## src/rtl/sic_issue_sched_pkg.sv

```systemverilog
// Shared types and configuration for the sub-SIC issue scheduler, plus a
// generic round-robin picker that other arbiters in the SIC can reuse.
package sic_issue_sched_pkg;

  // Scheduler configuration: default slot count and issue queue depth
  localparam int SIC_NUM_SIC_DFLT = 4;
  localparam int SIC_Q_DEPTH      = 2;

  // Widest request vector rr_pick can scan
  localparam int RR_MAX   = 16;
  localparam int RR_IDX_W = $clog2(RR_MAX);

  typedef struct packed {
    logic [31:0] pc;
    logic [31:0] instr;
    logic [7:0]  tag;
  } sic_packet_t;

  typedef struct packed {
    logic                found;
    logic [RR_IDX_W-1:0] idx;
  } rr_pick_t;

  // First set bit of req[n-1:0], scanning ptr, ptr+1, ... modulo n.
  function automatic rr_pick_t rr_pick(input logic [RR_MAX-1:0]   req,
                                       input logic [RR_IDX_W-1:0] ptr,
                                       input int                  n);
    rr_pick_t r;
    int       j;
    // NOTE: every variable gets a value before any conditional path, so the
    // logic built from this stays purely combinational with no inferred latch.
    r = '0;
    j = 0;
    for (int k = 0; k < RR_MAX; k++) begin
      if (k < n) begin
        j = (int'(ptr) + k) % n;
        if (!r.found && req[RR_IDX_W'(j)]) begin
          r.found = 1'b1;
          r.idx   = RR_IDX_W'(j);
        end
      end
    end
    return r;
  endfunction

endpackage

```

## src/rtl/sic_issue_sched_if.sv

```systemverilog
// Issue-side and slot-side handshake bundle of the scheduler. The master view
// belongs to the decode stage plus the slot array; the slave view to the scheduler.
interface sic_issue_sched_if
  import sic_issue_sched_pkg::*;
#(
  parameter int NUM_SIC = SIC_NUM_SIC_DFLT
) ();

  logic               issue_valid;
  sic_packet_t        issue_pkt;
  logic               issue_ready;
  logic               flush;
  logic [NUM_SIC-1:0] sub_req;
  logic [NUM_SIC-1:0] sub_valid;
  sic_packet_t        sub_pkt;

  modport master (
    output issue_valid, issue_pkt, flush, sub_req,
    input  issue_ready, sub_valid, sub_pkt
  );

  modport slave (
    input  issue_valid, issue_pkt, flush, sub_req,
    output issue_ready, sub_valid, sub_pkt
  );

endinterface

```

## src/rtl/sic_pkt_fifo2.sv

```systemverilog
// Two-entry circular packet FIFO with 1-bit head/tail pointers, an occupancy
// count and a synchronous clear. Callers never push when full or pop when empty.
module sic_pkt_fifo2
  import sic_issue_sched_pkg::*;
(
  input  logic        clk,
  input  logic        rst,
  input  logic        clear,
  input  logic        push,
  input  logic        pop,
  input  sic_packet_t push_pkt,
  output sic_packet_t head_pkt,
  output logic [1:0]  count
);

  sic_packet_t mem [SIC_Q_DEPTH];
  logic        head;
  logic        tail;

  // NOTE: payload storage is deliberately not reset; count gates every read,
  // so clearing it would only add reset fan-out to a wide datapath.
  always_ff @(posedge clk) begin
    if (push) begin
      mem[tail] <= push_pkt;
    end
  end

  // NOTE: sequential state uses non-blocking assignments so every register
  // samples the pre-edge values regardless of statement order.
  always_ff @(posedge clk) begin
    if (rst || clear) begin
      head  <= 1'b0;
      tail  <= 1'b0;
      count <= 2'd0;
    end else begin
      if (push) begin
        tail <= ~tail;
      end
      if (pop) begin
        head <= ~head;
      end
      case ({push, pop})
        2'b10:   count <= count + 2'd1;
        2'b01:   count <= count - 2'd1;
        default: count <= count;
      endcase
    end
  end

  assign head_pkt = mem[head];

endmodule

```

## src/rtl/sic_issue_sched.sv

```systemverilog
// Issue scheduler: queues issued packets and hands each one, as a registered
// one-cycle strobe, to an idle ready sub-SIC slot chosen round-robin.
module sic_issue_sched
  import sic_issue_sched_pkg::*;
#(
  parameter int NUM_SIC = SIC_NUM_SIC_DFLT,
  parameter int PTR_W   = $clog2(NUM_SIC),
  parameter int CNT_W   = 32
) (
  input  logic             clk,
  input  logic             rst,
  sic_issue_sched_if.slave bus,
  output logic [1:0]       q_count,
  output logic [CNT_W-1:0] issued_cnt
);

  logic [NUM_SIC-1:0] sub_valid_q;
  sic_packet_t        sub_pkt_q;
  sic_packet_t        head_pkt;
  logic [PTR_W-1:0]   rr_ptr;
  logic [PTR_W-1:0]   win_idx;
  logic [PTR_W-1:0]   rr_next;
  logic [NUM_SIC-1:0] elig;
  rr_pick_t           pick;
  logic               push;
  logic               grant;

  // Ready depends only on registered occupancy, never on sub_req or flush
  assign bus.issue_ready = (q_count != 2'(SIC_Q_DEPTH));
  assign push            = bus.issue_valid && bus.issue_ready && !bus.flush;

  // A slot strobed this cycle may still show its stale ready bit; skip it
  assign elig = bus.sub_req & ~sub_valid_q;

  always_comb begin
    pick = rr_pick(RR_MAX'(elig), RR_IDX_W'(rr_ptr), NUM_SIC);
  end

  assign grant   = (q_count != 2'd0) && pick.found && !bus.flush;
  assign win_idx = PTR_W'(pick.idx);
  assign rr_next = (win_idx == PTR_W'(NUM_SIC - 1)) ? '0 : win_idx + PTR_W'(1);

  sic_pkt_fifo2 u_fifo (
    .clk      (clk),
    .rst      (rst),
    .clear    (bus.flush),
    .push     (push),
    .pop      (grant),
    .push_pkt (bus.issue_pkt),
    .head_pkt (head_pkt),
    .count    (q_count)
  );

  always_ff @(posedge clk) begin
    if (rst) begin
      sub_valid_q <= '0;
      sub_pkt_q   <= '0;
      rr_ptr      <= '0;
      issued_cnt  <= '0;
    end else begin
      sub_valid_q <= '0;
      if (grant) begin
        sub_valid_q[win_idx] <= 1'b1;
        sub_pkt_q            <= head_pkt;
        rr_ptr               <= rr_next;
        issued_cnt           <= issued_cnt + CNT_W'(1);
      end
    end
  end

  assign bus.sub_valid = sub_valid_q;
  assign bus.sub_pkt   = sub_pkt_q;

endmodule
```

## src/flat_wrapper.sv

```systemverilog
// flat-port wrapper written by rule: the top's interface ports become plain ports
module sic_issue_sched_flat import sic_issue_sched_pkg::*;
#(
  parameter int NUM_SIC = SIC_NUM_SIC_DFLT,
  parameter int PTR_W   = $clog2(NUM_SIC),
  parameter int CNT_W   = 32
)
  (clk, rst, q_count, issued_cnt, bus_issue_valid, bus_issue_pkt, bus_flush, bus_sub_req, bus_issue_ready, bus_sub_valid, bus_sub_pkt);
  sic_issue_sched_if #(.NUM_SIC(NUM_SIC)) bus_i ();
  input  logic clk;
  input  logic rst;
  output logic [1:0] q_count;
  output logic [CNT_W-1:0] issued_cnt;
  input wire logic [$bits(bus_i.issue_valid)-1:0] bus_issue_valid;
  input wire logic [$bits(bus_i.issue_pkt)-1:0] bus_issue_pkt;
  input wire logic [$bits(bus_i.flush)-1:0] bus_flush;
  input wire logic [$bits(bus_i.sub_req)-1:0] bus_sub_req;
  output wire logic [$bits(bus_i.issue_ready)-1:0] bus_issue_ready;
  output wire logic [$bits(bus_i.sub_valid)-1:0] bus_sub_valid;
  output wire logic [$bits(bus_i.sub_pkt)-1:0] bus_sub_pkt;
  assign bus_i.issue_valid = bus_issue_valid;
  assign bus_i.issue_pkt = bus_issue_pkt;
  assign bus_i.flush = bus_flush;
  assign bus_i.sub_req = bus_sub_req;
  assign bus_issue_ready = bus_i.issue_ready;
  assign bus_sub_valid = bus_i.sub_valid;
  assign bus_sub_pkt = bus_i.sub_pkt;
  sic_issue_sched #(.NUM_SIC(NUM_SIC), .PTR_W(PTR_W), .CNT_W(CNT_W)) u_core (.clk(clk), .rst(rst), .bus(bus_i), .q_count(q_count), .issued_cnt(issued_cnt));
endmodule
```

## config.mk

```make
export PLATFORM = sky130hd
export DESIGN_NAME = sic_issue_sched_flat
export DESIGN_NICKNAME = d
export VERILOG_FILES = /design/src/rtl/sic_issue_sched_pkg.sv /design/src/rtl/sic_issue_sched_if.sv /design/src/rtl/sic_pkt_fifo2.sv /design/src/rtl/sic_issue_sched.sv /design/src/flat_wrapper.sv
export SDC_FILE = /design/constraint.sdc
export NUM_CORES = 1
export LEC_CHECK = 0
export BUFFER_PORTS_ARGS = -buffer_cell sky130_fd_sc_hd__clkbuf_2
export CAP_MARGIN = 20
export CORE_MARGIN = 2
export CORE_UTILIZATION = 50
export CTS_CLUSTER_DIAMETER = 100
export CTS_CLUSTER_SIZE = 14
export DETAILED_ROUTE_END_ITERATION = 8
export PLACE_DENSITY_LB_ADDON = 0.12
export SETUP_SLACK_MARGIN = 0.5
export SLEW_MARGIN = 20
export SYNTH_ARGS = -nofsm -noshare
export SYNTH_HDL_FRONTEND = slang
export SYNTH_SLANG_ARGS = --single-unit
```

## constraint.sdc

```tcl
create_clock -name clk -period 6.6 [get_ports clk]
set_input_delay 0.66 -clock clk [delete_from_list [all_inputs] [get_ports clk]]
set_output_delay 0.66 -clock clk [all_outputs]
set_load 0.02 [all_outputs]
```

==> results of run 1 <==
-- cells in the mapped netlist (all sizes together) (2+ instances only) --
library cell | n | share of area
nor2b | 2 | 0.0013
nor2 | 108 | 0.043
nand2 | 15 | 0.0059
ha | 6 | 0.0079
clkbuf | 38 | 0.015
and2 | 5 | 0.0033
nor4 | 14 | 0.0092
inv | 8 | 0.0032
nand2b | 2 | 0.0013
buf | 3 | 0.0024
or4 | 2 | 0.0020
nand4 | 11 | 0.0079
a21oi | 10 | 0.0053
nand3 | 14 | 0.0074
and2b | 3 | 0.0024
and3 | 3 | 0.0020
dfxtp | 114 | 0.24
edfxtp | 144 | 0.45
a211oi | 72 | 0.057
or3 | 5 | 0.0041
xnor2 | 22 | 0.020
xor2 | 9 | 0.0083
mux2i | 73 | 0.077
and4 | 2 | 0.0018
o21ai | 5 | 0.0026
nor3 | 12 | 0.0063
-- worst paths after layout --
kind	from	to	slack [ns]	cells past startpoint
max reg2reg	u_core.bus.sub_valid[3]	u_core.issued_cnt[2]	3.75	8
min reg2reg	u_core.bus.sub_pkt[67]	u_core.bus.sub_pkt[67]	0.50	2
min	bus_issue_pkt[29]	u_core.u_fifo.mem[0][29]	0.34	1
max	u_core.bus.sub_valid[3]	u_core.issued_cnt[2]	3.75	8
-- report_power, final --
part | total [mW] | internal (mW) | switching (mW) | leakage, nW
sequential | 1.76 | 1.74 | 0.0180 | 2.24
combinational | 0.164 | 0.0593 | 0.105 | 1.40
clock | 1.17 | 0.630 | 0.541 | 0.300
total | 3.10 | 2.43 | 0.664 | 3.94
-- kinds of logic (layout without fill, tap and decap cells) --
family / count (synthesis) / count (layout) / synth area share
compound gates: 91 / 91 / 0.06923
xor+xnor: 31 / 31 / 0.02856
fa+ha+maj: 6 / 6 / 0.007897
buf+inv: 50 / 244 / 0.02158
flops: 258 / 258 / 0.6949
mux: 73 / 73 / 0.07686
simple gates: 202 / 202 / 0.1009
-- worst max-delay path, cell delays in order, from the launching register on --
cell                      delay (ns)
sky130_fd_sc_hd__dfxtp_1        0.31
sky130_fd_sc_hd__nor2b_1        0.35
sky130_fd_sc_hd__o41ai_4        0.09
sky130_fd_sc_hd__buf_4          0.23
sky130_fd_sc_hd__inv_4          0.44
sky130_fd_sc_hd__buf_4          0.87
sky130_fd_sc_hd__nand2_1        0.17
sky130_fd_sc_hd__xor2_1         0.17
sky130_fd_sc_hd__nor2_1         0.05
-- stage by stage --
step                hold slack, ns  instances
finish                      0.3378       1139
global placement            0.4883       1100
CTS                         0.3128       1139
detailed placement          0.4932       1100
global route                0.3168       1139
floorplan                   0.4832        711
-- area by class of cell --
class / count / area share
clock buffer: 37 / 0.05373
tap: 234 / 0.02592
clock inverter: 2 / 0.002216
timing repair buffer: 197 / 0.08907
sequential: 258 / 0.5852
multi-input combinational: 403 / 0.2409
inverter: 8 / 0.002880
-- flip-flops by register name, indices dropped and copies added, names as in the netlist --
signal,flops
u_core.u_fifo.mem,144
u_core.bus.sub_pkt,72
u_core.issued_cnt,32
u_core.bus.sub_valid,4
u_core.rr_ptr,2
u_core.u_fifo.count,2
u_core.u_fifo.head,1
u_core.u_fifo.tail,1
-- placed cells by master, fill, tap and decap left out, types with 2 or more instances in the layout --
cell type,netlist,layout
sky130_fd_sc_hd__nor2_4,0,2
sky130_fd_sc_hd__dfxtp_1,114,113
sky130_fd_sc_hd__xnor2_1,22,22
sky130_fd_sc_hd__buf_4,1,8
sky130_fd_sc_hd__nor2_1,108,106
sky130_fd_sc_hd__nand2b_1,2,2
sky130_fd_sc_hd__a211oi_1,72,72
sky130_fd_sc_hd__and4_1,2,2
sky130_fd_sc_hd__mux2i_1,73,73
sky130_fd_sc_hd__ha_1,6,6
sky130_fd_sc_hd__and2b_1,3,3
sky130_fd_sc_hd__o21ai_0,5,5
sky130_fd_sc_hd__or3_1,2,2
sky130_fd_sc_hd__nor4_1,14,14
sky130_fd_sc_hd__and3_1,3,3
sky130_fd_sc_hd__nand2_1,15,15
sky130_fd_sc_hd__clkbuf_16,0,22
sky130_fd_sc_hd__or3_2,2,2
sky130_fd_sc_hd__nand3_1,14,14
sky130_fd_sc_hd__nor2b_1,2,2
sky130_fd_sc_hd__clkbuf_2,0,189
sky130_fd_sc_hd__and2_1,5,5
sky130_fd_sc_hd__a21oi_1,10,10
sky130_fd_sc_hd__xor2_1,9,9
sky130_fd_sc_hd__clkbuf_1,38,15
sky130_fd_sc_hd__nand4_1,10,10
sky130_fd_sc_hd__edfxtp_1,144,144
sky130_fd_sc_hd__nor3_1,12,12
sky130_fd_sc_hd__inv_1,8,7
-- layer usage --
metal / vias to the layer above / global-route usage / part of all wire
li1: 2986 / - / -
met1: 2913 / 0.2352 / 0.41
met2: 207 / 0.3298 / 0.49
met3: 40 / 0.04860 / 0.071
met4: 6 / 0.05421 / 0.026
met5: - / 0 / 0.0020
==> metrics.txt, run 1 <==
number of buffers created by CTS=22; Sinks on Clock Net=258; per-cell via count in the routed design=5.401; PD cells=274.0 mW/mm^2; Port Buffers=190; routed wire length=slightly below 20000 um; startpoint type of the worst setup path=register; sequential area share after synthesis=0.6949; Initial DRC Count=257; Detailed Place HPWL=12090 um; WL/cell=between 15 and 20 um; biggest fanout along the worst timing path=slightly above 100; worst min path class=primary input to register; Total Neg Setup Slack=0 ns; post-cts hold buffer count=0; synth unique cells=41; area of the mapped netlist=about 0.0095 mm^2; die area=0.02013 mm^2; growth of design area from synthesis to finish=18.81%; Pleak=between 3 and 4 nW; first drt pass iteration count=6; antenna cell count=0; syn_area_per_cell=around 13 um^2; Period Utilization, post-route=0.4317; number of filler instances in the final layout=1482; layout cell share with drive strength beyond 1=0.2575; minimum period implied by the final worst setup slack=between 2 and 3 ns; remaining antenna violation count after routing=0; setup repair after global routing missed its margin=no; Async SR Flop Fraction=0; via count of the first global-routing pass=just over 6000; placer congestion estimate=between 0.7 and 0.8; Yosys Warn Count=0; Post-Synthesis Cells=711; vias post-DR=between 6000 and 7000; cell area after layout=about 0.011 mm^2; final hold viol count=0; number of instances resized during post-cts repair=0; worst setup slack after layout=3.751 ns; post-CTS setup buffer count=0; site row count=50; arrival time at the worst endpoint=roughly 3.2 ns; Initial Util=0.5082; CTS root buffer=sky130_fd_sc_hd__clkbuf_16; area of the multi-input gates=about 0.0027 mm^2; Setup CP Type=register to register; total global routing track utilization=0.1896; area of the core region=around 0.019 mm^2; number of violations of the max-capacitance limit=0; run status=complete, no violations; most instantiated flip-flop cell in the synthesis netlist=sky130_fd_sc_hd__edfxtp_1; Data required, critical path=roughly 7.0 ns; total count of max-transition violations in the final report=0; Seq. cell area=between 0.006 and 0.007 mm^2; layout net count=976; Max IR drop VDD=roughly 0.18 mV; DIE HEIGHT=approximately 140 um; Max Clock Skew=around 0.013 ns; htree depth=1; count of final setup violators=0; I/O pin count=between 150 and 200; Post-synth EDFFs=between 100 and 150; flip-flop and latch count after synthesis=258; achievable frequency=around 350 MHz; synthesized net count=797; clock network latency to the later pin of the worst-skew pair=a little over 0.5 ns; Worst slew margin=0.2675; maximum number of pins on one net before global-route repair=104; post-detailed-route DRC marker count=0; total design power=about 3.1 mW; Clock transition at path regs=about 0.060 ns; overflow left after global routing=0; global-route wire length before repair=between 30000 and 40000 um; horizontal extent of the die=around 140 um; worst slew pin tran=between 1 and 1.5 ns; initial antenna violation count=3; clock tree from TritonCTS=yes; worst setup slack after placement=~3.3 ns; instance area after placement=0.01066 mm^2; Final Util=0.6038; kind of capture point of the worst setup path=register; maximum clock path buffer count=3
(Power assumes the default switching activity.)
==> inputs of run 2 (changes only) <==
- ABC_AREA: not set -> 1
- clock period: 6.6 -> 2.56 ns (I/O delays scaled with it)
==> run 2 against run 1 <==
  * Synthesized area rose by 12%
  * Largest cell class unchanged
  * Critical endpoint is now u_core.rr_ptr[1]
  * Synthesized cell count is 52% higher
  * Die area rose by 12%
  * Cell area up 18%
  * Highest routed layer is now met4
==> metrics.txt, run 2 <==
run status=complete, no violations (unchanged); clock tree from TritonCTS=yes (unchanged); cell chain of the critical path=nand3_1 -> nand3_1 -> nand2_2 -> and2_4 -> nand3b_1 -> nand3_1 -> nand2_2 -> inv_1 -> ha_1 -> nand3b_1 -> nand2_1 -> nor2_1 (was nor2b_1 -> o41ai_4 -> buf_4 -> inv_4 -> buf_4 -> nand2_1 -> xor2_1 -> nor2_1); clock network latency to the later pin of the worst-skew pair=0.51 ns (about the same); Period Utilization, post-route=0.7576 (was 0.4317); count of final setup violators=0 (unchanged); area of the multi-input gates=0.003717 mm^2 (was 0.002721 mm^2); per-cell via count in the routed design=5.101 (was 5.401); Seq. cell area=0.006626 mm^2 (was 0.006610 mm^2); worst slew pin tran=0.5558 ns (was 1.099 ns); PD cells=625.7 mW/mm^2 (was 274.0 mW/mm^2); critical path's most frequent cell=sky130_fd_sc_hd__nand3_1 (was sky130_fd_sc_hd__buf_4); vias post-DR=8263 (was 6152); startpoint type of the worst setup path=register (unchanged); flip-flop count of the largest register, all copies and words added=144 (unchanged); placer congestion estimate=0.8555 (was 0.7924); maximum cell stage delay along the critical path=0.41 ns (was 0.87 ns); growth of design area from synthesis to finish=25.02% (was 18.81%); area of the mapped netlist=0.01069 mm^2 (was 0.009507 mm^2); achievable frequency=515.6 MHz (was 351.0 MHz); Post-Synthesis Cells=1079 (was 711); Max Clock Skew=0.02454 ns (was 0.01261 ns); overflow left after global routing=0 (unchanged); syn_area_per_cell=9.909 um^2 (was 13.37 um^2); htree depth=1 (unchanged); DIE HEIGHT=150.2 um (was 141.9 um); routed wire length=25470 um (was 19230 um); post-synthesis cell type with the largest combined area=sky130_fd_sc_hd__edfxtp_1 (unchanged); arrival time at the worst endpoint=2.33 ns (was 3.21 ns); global-route wire length before repair=39970 um (was 30510 um); number of buffers created by CTS=22 (unchanged); Post-synth EDFFs=144 (unchanged); flip-flop and latch count after synthesis=258 (unchanged); Min Hold Slack=0.1658 ns (was 0.3378 ns); largest cells by area after synthesis=sky130_fd_sc_hd__edfxtp_1 (40%), sky130_fd_sc_hd__dfxtp_1 (21%), sky130_fd_sc_hd__nand2_1 (8.1%) (was sky130_fd_sc_hd__edfxtp_1 (45%), sky130_fd_sc_hd__dfxtp_1 (24%), sky130_fd_sc_hd__mux2i_1 (7.7%)); worst min path class=primary input to register (unchanged); synthesized net count=1165 (was 797); maximum number of pins on one net before global-route repair=105 (was 104); synth unique cells=29 (was 41); WL/cell=15.72 um (was 16.88 um); Initial Util=0.5086 (was 0.5082); Setup CP Type=register to register (unchanged); ranking of synthesized cells by instance count=sky130_fd_sc_hd__nand2_1 (230), sky130_fd_sc_hd__nor2_1 (188), sky130_fd_sc_hd__edfxtp_1 (144) (was sky130_fd_sc_hd__edfxtp_1 (144), sky130_fd_sc_hd__dfxtp_1 (114), sky130_fd_sc_hd__nor2_1 (108)); number of filler instances in the final layout=1716 (was 1482); most instantiated flip-flop cell in the synthesis netlist=sky130_fd_sc_hd__edfxtp_1 (unchanged); die area=0.02257 mm^2 (was 0.02013 mm^2); top cell type's share of synthesized area=0.4044 (was 0.4549); cell type of the slowest stage on the worst timing path=sky130_fd_sc_hd__dfxtp_4 (was sky130_fd_sc_hd__buf_4); commonest non-fill, non-tap cells in the layout=sky130_fd_sc_hd__nand2_1 (224), sky130_fd_sc_hd__clkbuf_2 (190), sky130_fd_sc_hd__nor2_1 (184) (was sky130_fd_sc_hd__clkbuf_2 (189), sky130_fd_sc_hd__edfxtp_1 (144), sky130_fd_sc_hd__dfxtp_1 (113)); Total Neg Setup Slack=0 ns (unchanged); site row count=53 (was 50); first drt pass iteration count=5 (was 6); number of violations of the max-capacitance limit=0 (unchanged); Detailed Place HPWL=15460 um (was 12090 um); post-detailed-route DRC marker count=0 (unchanged); register with the most flip-flops=u_core.u_fifo.mem (unchanged); sequential area share after synthesis=0.6179 (was 0.6949); setup repair after global routing missed its margin=yes (was no); Async SR Flop Fraction=0 (unchanged); layout net count=1412 (was 976); final hold viol count=0 (unchanged); kind of capture point of the worst setup path=register (unchanged); most common cell after layout, fill and taps aside=sky130_fd_sc_hd__nand2_1 (was sky130_fd_sc_hd__clkbuf_2); Max IR drop VDD=0.5000 mV (was 0.1816 mV); layout cell share with drive strength beyond 1=0.2139 (was 0.2575); area of the core region=0.02102 mm^2 (was 0.01871 mm^2); Yosys Warn Count=0 (unchanged); Initial DRC Count=313 (was 257); total global routing track utilization=0.2228 (was 0.1896); maximum clock path buffer count=3 (unchanged); Worst slew margin=0.6295 (was 0.2675); biggest fanout along the worst timing path=8 (was 103); remaining antenna violation count after routing=0 (unchanged); most common cell in the synthesized netlist=sky130_fd_sc_hd__nand2_1 (was sky130_fd_sc_hd__edfxtp_1); total count of max-transition violations in the final report=0 (unchanged); initial antenna violation count=2 (was 3); Port Buffers=190 (unchanged); Clock transition at path regs=0.07 ns (was 0.06 ns); Sinks on Clock Net=258 (unchanged); Data required, critical path=2.95 ns (was 6.96 ns); minimum period implied by the final worst setup slack=1.939 ns (was 2.849 ns); I/O pin count=191 (unchanged); post-CTS setup buffer count=0 (unchanged); via count of the first global-routing pass=7942 (was 6126); CTS root buffer=sky130_fd_sc_hd__clkbuf_16 (unchanged); Pleak=5.154 nW (was 3.944 nW); horizontal extent of the die=150.2 um (was 141.9 um)
run 2: cell count changes in the layout (fill, tap and decap cells not counted), sizes merged, moves of 9 or more:
cell and change:
a21oi +25, a211oi -72, nand3 +123, nor3 -12, nor4 -13, inv +34, nand2 +217, nand4 -9
nor2 +107, dlygate4sd3 +73, xnor2 -18
run 2: layout make-up:
type | instances | area share
multi-input cells | 725 | 0.2781
clock buffers | 39 | 0.04755
well taps | 275 | 0.02574
inverters | 42 | 0.01236
diodes | 3 | 0.0005616
flip-flops and latches | 258 | 0.4957
clock inverters | 1 | 0.0006552
repair buffers | 277 | 0.1393
run 2: metal layers:
layer,up-vias,GRT usage,share of wire
met4,0,0.07877,0.029
met5,-,0,0
li1,4101,-,-
met2,262,0.3847,0.50
met3,55,0.04273,0.064
met1,3845,0.2802,0.41
run 2: power by group:
part	total, mW	leakage [nW]	switching (mW)	internal (mW)
Sequential	4.55	2.25	0.0552	4.49
Combinational	0.710	2.60	0.424	0.285
Clock	3.11	0.307	1.42	1.68
Total	8.36	5.15	1.90	6.46
run 2: worst max-delay path, delay by kind of cell (launching register included):
family / cells / cell delay [ns]
fa+ha+maj: 1 / 0.28
flops: 1 / 0.41
simple gates: 10 / 1.10
buf+inv: 1 / 0.06
run 2: path summary, 6_finish.rpt:
path | startpoint | endpoint | slack, ns | cells after the start
min reg2reg | u_core.bus.sub_pkt[67] | u_core.bus.sub_pkt[67] | 0.47 | 2
max reg2reg | u_core.rr_ptr[0] | u_core.rr_ptr[1] | 0.62 | 12
min | rst | u_core.rr_ptr[0] | 0.17 | 4
max | u_core.rr_ptr[0] | u_core.rr_ptr[1] | 0.62 | 12
run 2: repair_timing:
action                                  in CTS  in global routing
hold buffers                                73                  0
resized for setup                            1                 14
hold endpoints to repair                   145                  0
pin swaps                                    0                  1
gates cloned                                 0                  0
endpoints found under the setup margin       3                 51
run 2: kinds of logic (layout without fill, tap and decap cells):
group | after synthesis | after routing | share of synthesized area
multiplexers | 72 | 72 | 0.06741
buffers and inverters | 96 | 359 | 0.04037
AND/OR/NAND/NOR | 593 | 593 | 0.2364
AO/OA/AOI/OAI | 38 | 38 | 0.01779
other | 0 | 3 | 0
adder cells (fa/ha/maj) | 6 | 6 | 0.007021
XOR/XNOR | 16 | 16 | 0.01311
flip-flops | 258 | 258 | 0.6179
run 2: through the flow:
stage / cell area [um^2] / util / setup WS, ns / std cells / total power [mW]
2_1_floorplan: 10730 / - / 0.2300 / 1079 / 5.020
3_3_place_gp: 11940 / 0.5680 / 0.4307 / 1504 / 5.242
3_5_place_dp: 11940 / 0.5680 / 0.3996 / 1504 / 5.250
4_1_cts: 13320 / 0.6335 / 0.5052 / 1617 / 8.441
5_1_grt: 13360 / 0.6357 / 0.4173 / 1619 / 8.675
6_report: 13370 / 0.6359 / 0.6206 / 1620 / 8.364
==> inputs of run 3 (changes only) <==
- clock period: 2.56 -> 1.9 ns (I/O delays scaled with it)
==> run 3 against run 2 <==
  * The run now ends with setup timing left
  * Hold slack lost 0.11 ns
  * Highest routed layer unchanged
  * Via count grew 9.1%
  * Core utilization grew 13 points
  * Die area is the same
==> metrics.txt, run 3 (synthesis results as in run 2) <==
horizontal extent of the die=150.2 um (unchanged); clock group share of total power=0.354 (was 0.371); worst flop-to-flop path startpoint=u_core.rr_ptr[0] (unchanged); layout net count=1518 (was 1412); cell type of the slowest stage on the worst timing path=sky130_fd_sc_hd__dfxtp_2 (was sky130_fd_sc_hd__dfxtp_4); worst setup slack after layout=-0.06146 ns (was 0.6206 ns); clock network latency to the later pin of the worst-skew pair=0.51 ns (about the same); Comb pwr share=0.133 (was 0.085); Initial Util=0.5086 (unchanged); flop-to-flop setup slack=-0.06 ns (was 0.62 ns); Pleak=6.132 nW (was 5.154 nW); sequential share of power=0.513 (was 0.544); total design power=11.94 mW (was 8.364 mW); layout cell share with drive strength beyond 1=0.3833 (was 0.2139); worst min path class=primary input to register (unchanged); Total Neg Setup Slack=-0.06146 ns (was 0 ns); Sinks on Clock Net=258 (unchanged); per-cell via count in the routed design=5.234 (was 5.101); achievable frequency=509.8 MHz (was 515.6 MHz); arrival time at the worst endpoint=2.37 ns (was 2.33 ns); setup repair after global routing missed its margin=yes (unchanged); Detailed Place HPWL=16150 um (was 15460 um); initial antenna violation count=1 (was 2); final hold viol count=0 (unchanged); via count of the first global-routing pass=8451 (was 7942); commonest non-fill, non-tap cells in the layout=sky130_fd_sc_hd__nand2_1 (206), sky130_fd_sc_hd__clkbuf_2 (190), sky130_fd_sc_hd__nor2_1 (174) (was sky130_fd_sc_hd__nand2_1 (224), sky130_fd_sc_hd__clkbuf_2 (190), sky130_fd_sc_hd__nor2_1 (184)); WL/cell=17.54 um (was 15.72 um); total count of max-transition violations in the final report=0 (unchanged); instance area after placement=0.01262 mm^2 (was 0.01194 mm^2); cell chain of the critical path=buf_12 -> clkinv_8 -> nand2_4 -> nand2_4 -> buf_4 -> a21oi_1 -> o21ai_0 -> nand3_1 -> nand2_2 -> inv_2 -> ha_4 -> nand3b_1 -> nand2_1 -> nor2_1 (was nand3_1 -> nand3_1 -> nand2_2 -> and2_4 -> nand3b_1 -> nand3_1 -> nand2_2 -> inv_1 -> ha_1 -> nand3b_1 -> nand2_1 -> nor2_1); clock tree from TritonCTS=yes (unchanged); Worst slew margin=0.6910 (was 0.6295); overflow left after global routing=0 (unchanged); biggest fanout along the worst timing path=8 (unchanged); area of the core region=0.02102 mm^2 (unchanged); NetSw=2.835 mW (was 1.904 mW); vias post-DR=9019 (was 8263); Worst Setup EP=u_core.rr_ptr[1] (unchanged); total global routing track utilization=0.2487 (was 0.2228); Min Hold Slack=0.05768 ns (was 0.1658 ns); die area=0.02257 mm^2 (unchanged); register with the most flip-flops=u_core.u_fifo.mem (unchanged); CTS root buffer=sky130_fd_sc_hd__clkbuf_16 (unchanged); critical path's most frequent cell=sky130_fd_sc_hd__nand2_4 (was sky130_fd_sc_hd__nand3_1); Power Internal=9.105 mW (was 6.460 mW); Setup CP Type=register to register (unchanged); Reg2Reg Capture Point=u_core.rr_ptr[1] (unchanged); Max Clock Skew=0.01795 ns (was 0.02454 ns); logic depth of the worst setup path including buffers=14 (was 12); number of buffers created by CTS=22 (unchanged); post-detailed-route DRC marker count=0 (unchanged); reg2reg path depth=14 (was 12); number of filler instances in the final layout=1389 (was 1716); violated checks=setup timing; worst setup slack after placement=-0.02167 ns (was 0.3996 ns); maximum cell stage delay along the critical path=0.34 ns (was 0.41 ns); Max IR drop VDD=1.017 mV (was 0.5000 mV); cell area after layout=0.01612 mm^2 (was 0.01337 mm^2); Clock transition at path regs=0.07 ns (about the same); kind of cell adding the most delay to the critical path=simple AND/OR/NAND/NOR gates (unchanged); run status=finished, violations left (was complete, no violations); htree depth=1 (unchanged); DIE HEIGHT=150.2 um (unchanged); startpoint type of the worst setup path=register (unchanged); Initial DRC Count=457 (was 313); number of violations of the max-capacitance limit=0 (unchanged); area of the multi-input gates=0.004503 mm^2 (was 0.003717 mm^2); routed wire length=30220 um (was 25470 um); remaining antenna violation count after routing=0 (unchanged); Data required, critical path=2.31 ns (was 2.95 ns); CP startpoint=u_core.rr_ptr[0] (unchanged); Period Utilization, post-route=1.032 (was 0.7576); maximum clock path buffer count=3 (unchanged); PD cells=740.5 mW/mm^2 (was 625.7 mW/mm^2); antenna cell count=0 (was 3); placer congestion estimate=0.8314 (was 0.8555); growth of design area from synthesis to finish=50.81% (was 25.02%); Net Sw Frac=0.2374 (was 0.2276); count of final setup violators=1 (was 0); maximum number of pins on one net before global-route repair=78 (was 105); minimum period implied by the final worst setup slack=1.961 ns (was 1.939 ns); I/O pin count=191 (unchanged); count of buffering cells on the critical path with inverters included=4 (was 1); kind of capture point of the worst setup path=register (unchanged); flip-flop count of the largest register, all copies and words added=144 (unchanged); Port Buffers=190 (unchanged); first drt pass iteration count=5 (unchanged); most common cell after layout, fill and taps aside=sky130_fd_sc_hd__nand2_1 (unchanged); Seq. cell area=0.006656 mm^2 (was 0.006626 mm^2); worst slew pin tran=0.4635 ns (was 0.5558 ns); site row count=53 (unchanged); global-route wire length before repair=44190 um (was 39970 um)
run 3: cell types whose count changed in the layout (fill, tap and decap cells not counted), moves of 16 or more:
| cell | delta |
|---|---|
| sky130_fd_sc_hd__dfxtp_1 | -22 |
| sky130_fd_sc_hd__buf_16 | +24 |
| sky130_fd_sc_hd__buf_4 | +18 |
| sky130_fd_sc_hd__dfxtp_2 | +21 |
| sky130_fd_sc_hd__buf_6 | +16 |
| sky130_fd_sc_hd__nand2_1 | -18 |
| sky130_fd_sc_hd__nand3_1 | -95 |
| sky130_fd_sc_hd__buf_12 | +29 |
| sky130_fd_sc_hd__nand3_2 | +80 |
run 3: area by class of cell:
type,count,share of cell area
timing repair buffer,383,0.2353
clock inverter,1,0.0005432
inverter,42,0.01133
sequential,258,0.4128
multi-input combinational,725,0.2793
clock buffer,39,0.03942
tap,275,0.02134
run 3: repair_timing:
item,4_1_cts,5_1_grt
resized for setup,79,150
pin swaps,49,78
setup buffers,28,13
hold buffers,73,0
cloned,21,11
hold endpoints to repair,145,0
setup endpoints to repair,261,271
run 3: worst min-delay path, delay by kind of cell:
kind	cells	cell delay [ns]
simple gates	3	0.20
buf+inv	1	0.14
run 3: metrics by stage:
stage | std cells | utilization
finish | 1723 | 0.7670
detailed placement | 1537 | 0.6004
CTS | 1699 | 0.7210
global placement | 1537 | 0.6004
global route | 1723 | 0.7670
floorplan | 1079 | -
run 3: how the worst min path moves through the flow:
| stage | from | cells past startpoint | end |
|---|---|---|---|
| after floorplan | bus_flush | 1 | u_core.u_fifo.count[1] |
| after global placement | bus_issue_pkt[68] | 1 | u_core.u_fifo.mem[0][68] |
| after detailed placement | bus_issue_pkt[13] | 1 | u_core.u_fifo.mem[1][13] |
| after CTS | bus_flush | 4 | u_core.u_fifo.head |
| after global routing | bus_flush | 4 | u_core.u_fifo.head |
| final | bus_flush | 4 | u_core.u_fifo.head |
run 3: power groups by stage:
stage / clock [mW] / combinational [mW] / sequential (mW)
after floorplan: 0 / 0.515 / 6.32
after global placement: 0 / 0.968 / 6.24
after detailed placement: 0 / 0.984 / 6.25
after CTS: 4.27 / 1.37 / 6.12
after global routing: 4.49 / 1.70 / 6.13
final: 4.22 / 1.59 / 6.12
run 3: per-layer routing:
layer / global-route usage / vias to the layer above / part of all wire
met2: 0.4374 / 303 / 0.50
met5: 0 / - / 0
li1: - / 4346 / -
met4: 0.07075 / 0 / 0.026
met3: 0.03576 / 69 / 0.055
met1: 0.3210 / 4301 / 0.42
